### config.mk
export PLATFORM = sky130hd
export DESIGN_NAME = led_shift_sequencer_flat
export DESIGN_NICKNAME = d
export VERILOG_FILES = /design/src/rtl/led_shift_sequencer_if.sv /design/src/rtl/led_shift_sequencer.sv /design/src/flat_wrapper.sv
export SDC_FILE = /design/constraint.sdc
export NUM_CORES = 1
export LEC_CHECK = 0
export CORE_MARGIN = 3
export CORE_UTILIZATION = 30
export DETAILED_ROUTE_END_ITERATION = 12
export PLACE_DENSITY_LB_ADDON = 0.05
export SYNTH_ARGS = -nofsm -noshare
export SYNTH_HDL_FRONTEND = slang
export SYNTH_SLANG_ARGS = --single-unit
### constraint.sdc
create_clock -name CLK -period 2.1 [get_ports CLK]
set_input_delay 0.315 -clock CLK [delete_from_list [all_inputs] [get_ports CLK]]
set_output_delay 0.315 -clock CLK [all_outputs]
set_load 0.01 [all_outputs]
### src/rtl/led_shift_sequencer_if.sv
// led_shift_sequencer_if: control inputs and shift-register strobes between the sequencer and the LED datapath
interface led_shift_sequencer_if #(
   parameter int WIDTH = 8
);
   logic             sw;
   logic             start;
   logic [1:0]       mode;
   logic             dir;
   logic [WIDTH-1:0] seed;
   logic [WIDTH-1:0] sr_q;
   logic             sr_load;
   logic [WIDTH-1:0] sr_data;
   logic             sr_shift;
   logic             sr_dir;
   logic             sr_ser_in;
   logic             tick;
   logic             busy;
   modport master (
      input  sw, start, mode, dir, seed, sr_q,
      output sr_load, sr_data, sr_shift, sr_dir, sr_ser_in, tick, busy
   );
   modport slave (
      output sw, start, mode, dir, seed, sr_q,
      input  sr_load, sr_data, sr_shift, sr_dir, sr_ser_in, tick, busy
   );
endinterface

### src/rtl/led_shift_sequencer.sv
// led_shift_sequencer: prescaled tick generator issuing load/shift strobes to an LED shift register
module led_shift_sequencer #(
   parameter int WIDTH    = 8,
   parameter int TICK_DIV = 12500000,
   parameter int CNT_W    = 24
) (
   input logic                   CLK,
   input logic                   reset,
   led_shift_sequencer_if.master bus
);
   typedef enum logic [1:0] {IDLE, LOAD, RUN, PAUSE} state_t;
   localparam logic [CNT_W-1:0] LAST = CNT_W'(TICK_DIV - 1);
   state_t           state;
   logic [CNT_W-1:0] cnt;
   logic             dir_q, live, term, eff, refill, ser;
   always_comb begin
      live   = (state == RUN || state == PAUSE) && bus.sw;
      term   = live && cnt == LAST;
      eff    = bus.mode == 2'b10 ? dir_q ^ (dir_q ? bus.sr_q[WIDTH-1] : bus.sr_q[0]) : bus.dir;
      refill = bus.mode == 2'b01 && bus.sr_q == '0;
      ser    = bus.mode == 2'b01 ? 1'b0 : eff ? bus.sr_q[WIDTH-1] : bus.sr_q[0];
   end
   always_ff @(posedge CLK or posedge reset) begin
      if (reset) begin
         state         <= IDLE;
         cnt           <= '0;
         dir_q         <= 1'b0;
         bus.sr_load   <= 1'b0;
         bus.sr_data   <= '0;
         bus.sr_shift  <= 1'b0;
         bus.sr_dir    <= 1'b0;
         bus.sr_ser_in <= 1'b0;
         bus.tick      <= 1'b0;
         bus.busy      <= 1'b0;
      end else begin
         bus.sr_load   <= 1'b0;
         bus.sr_data   <= '0;
         bus.sr_shift  <= 1'b0;
         bus.sr_dir    <= 1'b0;
         bus.sr_ser_in <= 1'b0;
         bus.tick      <= 1'b0;
         bus.busy      <= bus.start || state != IDLE;
         if (bus.start) begin
            state       <= LOAD;
            cnt         <= '0;
            bus.sr_load <= 1'b1;
            bus.sr_data <= bus.seed;
         end else if (state == LOAD) begin
            // the load cycle is the first prescaler cycle, so the first shift lands TICK_DIV after it
            state <= bus.sw ? RUN : PAUSE;
            cnt   <= CNT_W'(1);
            dir_q <= bus.dir;
         end else if (state != IDLE) begin
            state <= bus.sw ? RUN : PAUSE;
            if (live) cnt <= term ? '0 : cnt + CNT_W'(1);
            if (term) begin
               bus.tick <= 1'b1;
               if (bus.mode != 2'b11) begin
                  dir_q         <= eff;
                  bus.sr_load   <= refill;
                  bus.sr_data   <= refill ? bus.seed : '0;
                  bus.sr_shift  <= !refill;
                  bus.sr_dir    <= !refill && eff;
                  bus.sr_ser_in <= !refill && ser;
               end
            end
         end
      end
   end
endmodule

### src/flat_wrapper.sv
// flat-port wrapper written by rule: the top's interface ports become plain ports
module led_shift_sequencer_flat 
#(
   parameter int WIDTH    = 8,
   parameter int TICK_DIV = 12500000,
   parameter int CNT_W    = 24
)
  (CLK, reset, bus_sw, bus_start, bus_mode, bus_dir, bus_seed, bus_sr_q, bus_sr_load, bus_sr_data, bus_sr_shift, bus_sr_dir, bus_sr_ser_in, bus_tick, bus_busy);
  led_shift_sequencer_if #(.WIDTH(WIDTH)) bus_i ();
  input logic CLK;
  input logic reset;
  input wire logic [$bits(bus_i.sw)-1:0] bus_sw;
  input wire logic [$bits(bus_i.start)-1:0] bus_start;
  input wire logic [$bits(bus_i.mode)-1:0] bus_mode;
  input wire logic [$bits(bus_i.dir)-1:0] bus_dir;
  input wire logic [$bits(bus_i.seed)-1:0] bus_seed;
  input wire logic [$bits(bus_i.sr_q)-1:0] bus_sr_q;
  output wire logic [$bits(bus_i.sr_load)-1:0] bus_sr_load;
  output wire logic [$bits(bus_i.sr_data)-1:0] bus_sr_data;
  output wire logic [$bits(bus_i.sr_shift)-1:0] bus_sr_shift;
  output wire logic [$bits(bus_i.sr_dir)-1:0] bus_sr_dir;
  output wire logic [$bits(bus_i.sr_ser_in)-1:0] bus_sr_ser_in;
  output wire logic [$bits(bus_i.tick)-1:0] bus_tick;
  output wire logic [$bits(bus_i.busy)-1:0] bus_busy;
  assign bus_i.sw = bus_sw;
  assign bus_i.start = bus_start;
  assign bus_i.mode = bus_mode;
  assign bus_i.dir = bus_dir;
  assign bus_i.seed = bus_seed;
  assign bus_i.sr_q = bus_sr_q;
  assign bus_sr_load = bus_i.sr_load;
  assign bus_sr_data = bus_i.sr_data;
  assign bus_sr_shift = bus_i.sr_shift;
  assign bus_sr_dir = bus_i.sr_dir;
  assign bus_sr_ser_in = bus_i.sr_ser_in;
  assign bus_tick = bus_i.tick;
  assign bus_busy = bus_i.busy;
  led_shift_sequencer #(.WIDTH(WIDTH), .TICK_DIV(TICK_DIV), .CNT_W(CNT_W)) u_core (.CLK(CLK), .reset(reset), .bus(bus_i));
endmodule
Word-level counts from Yosys, hierarchy flattened. Cells that the tools add are included.

Memories: 0. Register bits after elaboration: 41. Word-level logic and storage cells: 84. Bits in latches: 0. Output and inout bits: 14. Bits in writable memories: 0. ROM bits: 0.

Multiplexer cells: 47. Reductions and logical operators: 17. Order comparisons: 0. Equality and inequality tests: 7. Bitwise gates (word level): 2. Add/subtract/negate cells: 1. Shift-type cells: 0. $mul: 0. Div/mod/pow operators: 0.

Operators with widths (number): two-way mux 24 bit (5); two-way mux 8 bit (6); two-way mux 1 bit (33); adder 24 x 1 -> 24 bit, second input constant (1); equality test 24 bit, second input constant (1); logical NOT 8 bit (1); nonzero test 2 bit (4); equality test 2 bit, second input constant (3); two-way mux 2 bit (3); nonzero test 3 bit (2); logical AND 1 bit (5); equality test 2 x 1 -> 1 bit, second input constant (2); AND reduction 4 bit (1); logical OR 1 bit (2); inequality test 2 bit, second input constant (1); AND reduction 2 bit (1); logical NOT 1 bit (1); inverter 1 bit (1); XOR 1 bit (1).

Depth between registers and ports, before layout.
Depth after elaboration: 11. Gate-level depth with buffers: 6.

Least setup slack after synthesis. No wires, ideal clock.

Kind: input to register. From: in bus_sr_q[5]. To: reg u_core.bus.sr_data[0]. Slack: 0.238 ns. Arrival time: 1.793 ns. Setup time: 0.069 ns. Stages on the path: 4. Data required time: 2.031 ns. Cells stage by stage: or4_4 -> or4b_4 -> o31a_4 -> nor2b_2.

Longest elaborated chain between the ends: 8.

Ends and longest elaborated chain: start: declaration (RTL line flat_wrapper.sv:17) `input wire logic [$bits(bus_i.sr_q)-1:0] bus_sr_q;`; logical NOT 8 bit (RTL line led_shift_sequencer.sv:20) `refill = bus.mode == 2'b01 && bus.sr_q == '0;`; logical AND 1 bit (RTL line led_shift_sequencer.sv:20); two-way mux 8 bit (RTL line led_shift_sequencer.sv:61) `bus.sr_data <= refill ? bus.seed : '0;`; two-way mux 8 bit (RTL line led_shift_sequencer.sv:58) `if (bus.mode != 2'b11) begin`; two-way mux 8 bit (RTL line led_shift_sequencer.sv:56) `if (term) begin`; two-way mux 8 bit (RTL line led_shift_sequencer.sv:53) `end else if (state != IDLE) begin`; two-way mux 8 bit (RTL line led_shift_sequencer.sv:48) `end else if (state == LOAD) begin`; two-way mux 8 bit (RTL line led_shift_sequencer.sv:43) `if (bus.start) begin`; end signal: assignment (RTL line led_shift_sequencer.sv:47) `bus.sr_data <= bus.seed;`; end signal: assignment (RTL line led_shift_sequencer.sv:61); end: declaration (RTL line led_shift_sequencer_if.sv:20) `output sr_load, sr_data, sr_shift, sr_dir, sr_ser_in, tick, busy`.

Every way passes these cells. A chain may end at the register's enable or synchronous reset.

Final worst setup path. Same ends and word-level chain as after synthesis.

==> report_table.html <==
<table>
<tr><th>Metric</th><th>Value</th></tr>
<tr><th colspan="2">Outcome</th></tr>
<tr><td>Result of the run</td><td>completed</td></tr>
<tr><th colspan="2">Placement</th></tr>
<tr><td>DP HPWL</td><td>3.843 mm</td></tr>
<tr><td>Pre-CTS WS</td><td>-257.1 ps</td></tr>
<tr><td>Count of buffers inserted at the top-level ports</td><td>36</td></tr>
<tr><td>Placed cell area</td><td>2674 sq um</td></tr>
<tr><td>Placed cell count</td><td>335</td></tr>
<tr><td>RD Place Congestion</td><td>0.7740</td></tr>
<tr><th colspan="2">Finish</th></tr>
<tr><td>Final Non-Filler Cells</td><td>343</td></tr>
<tr><td>Number of inserted filler cells in the final layout</td><td>649</td></tr>
<tr><td>Final Cell Area</td><td>2808 sq um</td></tr>
<tr><td>Diode insertion count for antenna repair</td><td>0</td></tr>
<tr><td>Nets</td><td>289</td></tr>
<tr><td>Synth-to-layout area growth</td><td>37.67%</td></tr>
<tr><td>Share of final-layout standard cells stronger than drive strength 1</td><td>0.1767</td></tr>
<tr><th colspan="2">Clock network</th></tr>
<tr><td>CTS tree</td><td>yes</td></tr>
<tr><td>Number of post-CTS setup repair buffers</td><td>0</td></tr>
<tr><td>H-Tree Depth</td><td>2</td></tr>
<tr><td>Post-CTS clock slew at the launch and capture registers of the worst setup and hold paths</td><td>80 ps</td></tr>
<tr><td>Cell at the root of the clock tree</td><td>sky130_fd_sc_hd__clkbuf_8</td></tr>
<tr><td>Quantity of gates resized following cts</td><td>0</td></tr>
<tr><td>Sink Count</td><td>41</td></tr>
<tr><td>Total CTS buffers</td><td>5</td></tr>
<tr><td>Clock tree buffer depth</td><td>2</td></tr>
<tr><td>Later-pin clock latency in the skew report</td><td>290 ps</td></tr>
<tr><td>CTS hold repair buffers</td><td>0</td></tr>
<tr><th colspan="2">STA</th></tr>
<tr><td>Max-slew headroom</td><td>0.5836</td></tr>
<tr><td>Number of hold-slack violations in the final timing report</td><td>0</td></tr>
<tr><td>Max Clock Freq</td><td>491.9 MHz</td></tr>
<tr><td>Final worst path period need</td><td>2033 ps</td></tr>
<tr><td>Skew final</td><td>9.607 ps</td></tr>
<tr><td>Crit share post-route</td><td>0.9681</td></tr>
<tr><td>Worst slew pin tran</td><td>620.7 ps</td></tr>
<tr><td>Setup violation total in the final timing report</td><td>0</td></tr>
<tr><td>Setup repair after global routing missed its margin</td><td>false</td></tr>
<tr><td>Number of max-slew violations in the final report</td><td>0</td></tr>
<tr><td>Worst setup slack after layout</td><td>66.96 ps</td></tr>
<tr><td>Final Hold Slack</td><td>326.8 ps</td></tr>
<tr><th colspan="2">GRT</th></tr>
<tr><td>Remaining global-route overflow</td><td>0</td></tr>
<tr><td>Pin count of the biggest net entering global routing</td><td>26</td></tr>
<tr><td>Overall track demand over capacity in global routing</td><td>0.1471</td></tr>
<tr><td>Via count of the first global-routing pass</td><td>1829</td></tr>
<tr><td>First-pass GRT wire length</td><td>8.997 mm</td></tr>
<tr><td>Number of antenna violations at the first check in global routing</td><td>0</td></tr>
<tr><th colspan="2">Yosys</th></tr>
<tr><td>Count of state elements after synthesis</td><td>41</td></tr>
<tr><td>FFs w/ async S/R, synth</td><td>1.000</td></tr>
<tr><td>Register area share after synthesis</td><td>0.5031</td></tr>
<tr><td>Summed instance area of the synthesized netlist</td><td>2039 sq um</td></tr>
<tr><td>Warnings from Yosys</td><td>0</td></tr>
<tr><td>Nets in the synthesized netlist</td><td>230</td></tr>
<tr><td>Post-Syn Instances</td><td>206</td></tr>
<tr><td>Most used flip-flop cell after synthesis</td><td>sky130_fd_sc_hd__dfrtp_1</td></tr>
<tr><td>Number of synthesized flops with an enable pin</td><td>0</td></tr>
<tr><td>Post-synth top area share</td><td>0.5031</td></tr>
<tr><td>Synth unique cells</td><td>43</td></tr>
<tr><td>Mean Syn Cell Area</td><td>9.900 sq um</td></tr>
<tr><td>Leading area contributor after synthesis</td><td>sky130_fd_sc_hd__dfrtp_1</td></tr>
<tr><td>Most area-consuming cells after synthesis</td><td>sky130_fd_sc_hd__dfrtp_1 50%, sky130_fd_sc_hd__a21oi_1 4.9%, sky130_fd_sc_hd__o21ai_0 3.9%, sky130_fd_sc_hd__o31ai_1 3.7%, sky130_fd_sc_hd__nor2b_2 3.4%</td></tr>
<tr><th colspan="2">Pwr</th></tr>
<tr><td>Worst vdd rail ir drop</td><td>0.3386 mV</td></tr>
<tr><td>Total power per unit cell area</td><td>628.0 nW/um^2</td></tr>
<tr><td>Leakage power</td><td>1.132 nW</td></tr>
<tr><th colspan="2">Worst setup path</th></tr>
<tr><td>Worst-path maximum fanout</td><td>9</td></tr>
<tr><td>Sort of element at the start of the critical path</td><td>input port</td></tr>
<tr><td>Reg2Reg Launch Point</td><td>u_core.cnt[0]</td></tr>
<tr><td>Crit path kind</td><td>input port to flip-flop</td></tr>
<tr><td>Worst setup slack for register-to-register paths</td><td>220 ps</td></tr>
<tr><td>Required time of the critical path</td><td>2340 ps</td></tr>
<tr><td>Capture point of the worst path</td><td>u_core.bus.sr_data[0]</td></tr>
<tr><td>Number of cells on the worst reg-to-reg path</td><td>5</td></tr>
<tr><td>Worst r2r dst</td><td>u_core.cnt[16]</td></tr>
<tr><td>CP Launch Point</td><td>bus_sr_q[5]</td></tr>
<tr><td>Endpoint arrival time on the critical path</td><td>2270 ps</td></tr>
<tr><td>CP endpoint kind</td><td>flip-flop</td></tr>
<tr><th colspan="2">Floorplan</th></tr>
<tr><td>Site Rows</td><td>29</td></tr>
<tr><td>Core region area</td><td>6459 sq um</td></tr>
<tr><td>Boundary Pins</td><td>37</td></tr>
<tr><td>Starting density of the core</td><td>0.3158</td></tr>
<tr><td>Die Span X</td><td>88.45 um</td></tr>
<tr><td>Area of the die</td><td>7823 sq um</td></tr>
<tr><td>Vertical die dimension</td><td>88.45 um</td></tr>
<tr><th colspan="2">Detailed routing</th></tr>
<tr><td>Met3 layer wire length in the routed design</td><td>162 um</td></tr>
<tr><td>Post-DR vias/cell</td><td>5.230</td></tr>
<tr><td>Number of remaining DRC errors</td><td>0</td></tr>
<tr><td>Number of nets still failing antenna checks after routing</td><td>0</td></tr>
<tr><td>Number of detailed-route iterations in the first pass</td><td>4</td></tr>
<tr><td>Final wirelength</td><td>5.039 mm</td></tr>
<tr><td>DR vias</td><td>1794</td></tr>
<tr><td>DRT met1 WL</td><td>2.411 mm</td></tr>
<tr><td>Routed length on met2</td><td>2.406 mm</td></tr>
<tr><td>Top routing layer in use</td><td>met4</td></tr>
<tr><td>Number of DRC markers in iteration 0</td><td>64</td></tr>
<tr><td>Per-cell routed wire length</td><td>14.69 um</td></tr>
<tr><th colspan="2">Hold path</th></tr>
<tr><td>Worst hold-check path type</td><td>input port to async pin</td></tr>
<tr><th colspan="2">Flow run</th></tr>
<tr><td>Maximum Capacitance Violations</td><td>0</td></tr>
</table>
-- synthesized netlist by cell type, types with 3 or more instances --
cell,count
sky130_fd_sc_hd__dfrtp_1,41
sky130_fd_sc_hd__a21oi_1,20
sky130_fd_sc_hd__o21ai_0,16
sky130_fd_sc_hd__nand2_1,11
sky130_fd_sc_hd__nor2_1,11
sky130_fd_sc_hd__o31ai_1,10
sky130_fd_sc_hd__or3_1,10
sky130_fd_sc_hd__nand3_1,9
sky130_fd_sc_hd__clkbuf_1,8
sky130_fd_sc_hd__nor2b_2,8
sky130_fd_sc_hd__or4_1,8
sky130_fd_sc_hd__nand4_1,6
sky130_fd_sc_hd__and3_1,5
sky130_fd_sc_hd__and4_1,3
sky130_fd_sc_hd__inv_1,3
sky130_fd_sc_hd__nor4_1,3
-- through the flow --
step	power (mW)	util	setup TNS (ps)
2_1_floorplan	0.9200	-	0
3_3_place_gp	1.040	0.4140	-2187
3_5_place_dp	1.039	0.4140	-2364
4_1_cts	1.798	0.4347	0
5_1_grt	1.860	0.4347	0
6_report	1.763	0.4347	0
-- critical path, cell delays in order --
cell	delay [ps]
sky130_fd_sc_hd__clkdlybuf4s50_1	400
sky130_fd_sc_hd__or4_4	530
sky130_fd_sc_hd__or4b_4	530
sky130_fd_sc_hd__o31a_4	370
sky130_fd_sc_hd__nor2b_2	120
-- how the worst min path moves through the flow --
stage / startpoint / endpoint / slack, ps / cells after the start
detailed placement: u_core.cnt[12] / u_core.cnt[12] / 540 / 2
CTS: reset / u_core.cnt[8] / 340 / 2
global route: reset / u_core.cnt[23] / 370 / 2
finish: reset / u_core.cnt[6] / 330 / 2
floorplan: bus_mode[0] / u_core.bus.sr_ser_in / 400 / 1
global placement: u_core.cnt[23] / u_core.cnt[23] / 540 / 2
-- state kept, by name, summed over array words and instances, names as in the netlist --
register,flops
u_core.bus.sr_data,8
u_core.bus.busy,1
u_core.dir_q,1
u_core.bus.sr_load,1
u_core.state,2
u_core.bus.sr_ser_in,1
u_core.cnt,24
u_core.bus.sr_dir,1
u_core.bus.sr_shift,1
u_core.bus.tick,1
-- metal layers --
metal / global-route usage / vias up
met5: 0 / -
met4: 0.04945 / 0
met3: 0.03259 / 5
met2: 0.2386 / 24
met1: 0.1945 / 864
li1: - / 901
-- final cells by class --
class | instances | area, sq um | area share
Sequential cell | 41 | 1026 | 0.3654
Multi-Input combinational cell | 151 | 959.7 | 0.3418
Timing Repair Buffer | 61 | 573.1 | 0.2041
Tap cell | 77 | 96.34 | 0.03431
Clock buffer | 5 | 68.82 | 0.02451
Clock inverter | 3 | 65.06 | 0.02317
Inverter | 5 | 18.77 | 0.006684
-- cells in the final DEF, fill, tap and decap left out, drive strengths merged, types with 4 or more instances in the layout --
master	synthesis	routed
or4	9	9
nor2	11	11
buf	1	25
inv	5	4
a21oi	20	20
nand4	6	6
nand2	11	11
and3	5	5
o31ai	10	10
nor2b	9	9
dfrtp	41	41
clkdlybuf4s50	0	36
nand3	9	9
o21ai	17	17
clkbuf	8	5
or3	10	10
-- power by group --
group / leakage (nW) / switching [mW] / total, mW / internal (mW)
Combinational: 0.517 / 0.0870 / 0.194 / 0.107
Clock: 0.0681 / 0.272 / 0.744 / 0.472
Sequential: 0.547 / 0.0161 / 0.825 / 0.809
Total: 1.13 / 0.375 / 1.76 / 1.39
-- cells by family (layout without fill, tap and decap cells) --
family,Yosys count,in the layout,share of synthesized area
buffers and inverters,14,74,0.02638
DFF,41,41,0.5031
AOI/OAI and AO/OA,60,60,0.1859
adders and majority gates,1,1,0.006134
and+or+nand+nor,86,86,0.2614
xor gates and xnor gates,4,4,0.01718
No activity file was read; power rests on OpenSTA's default activity.
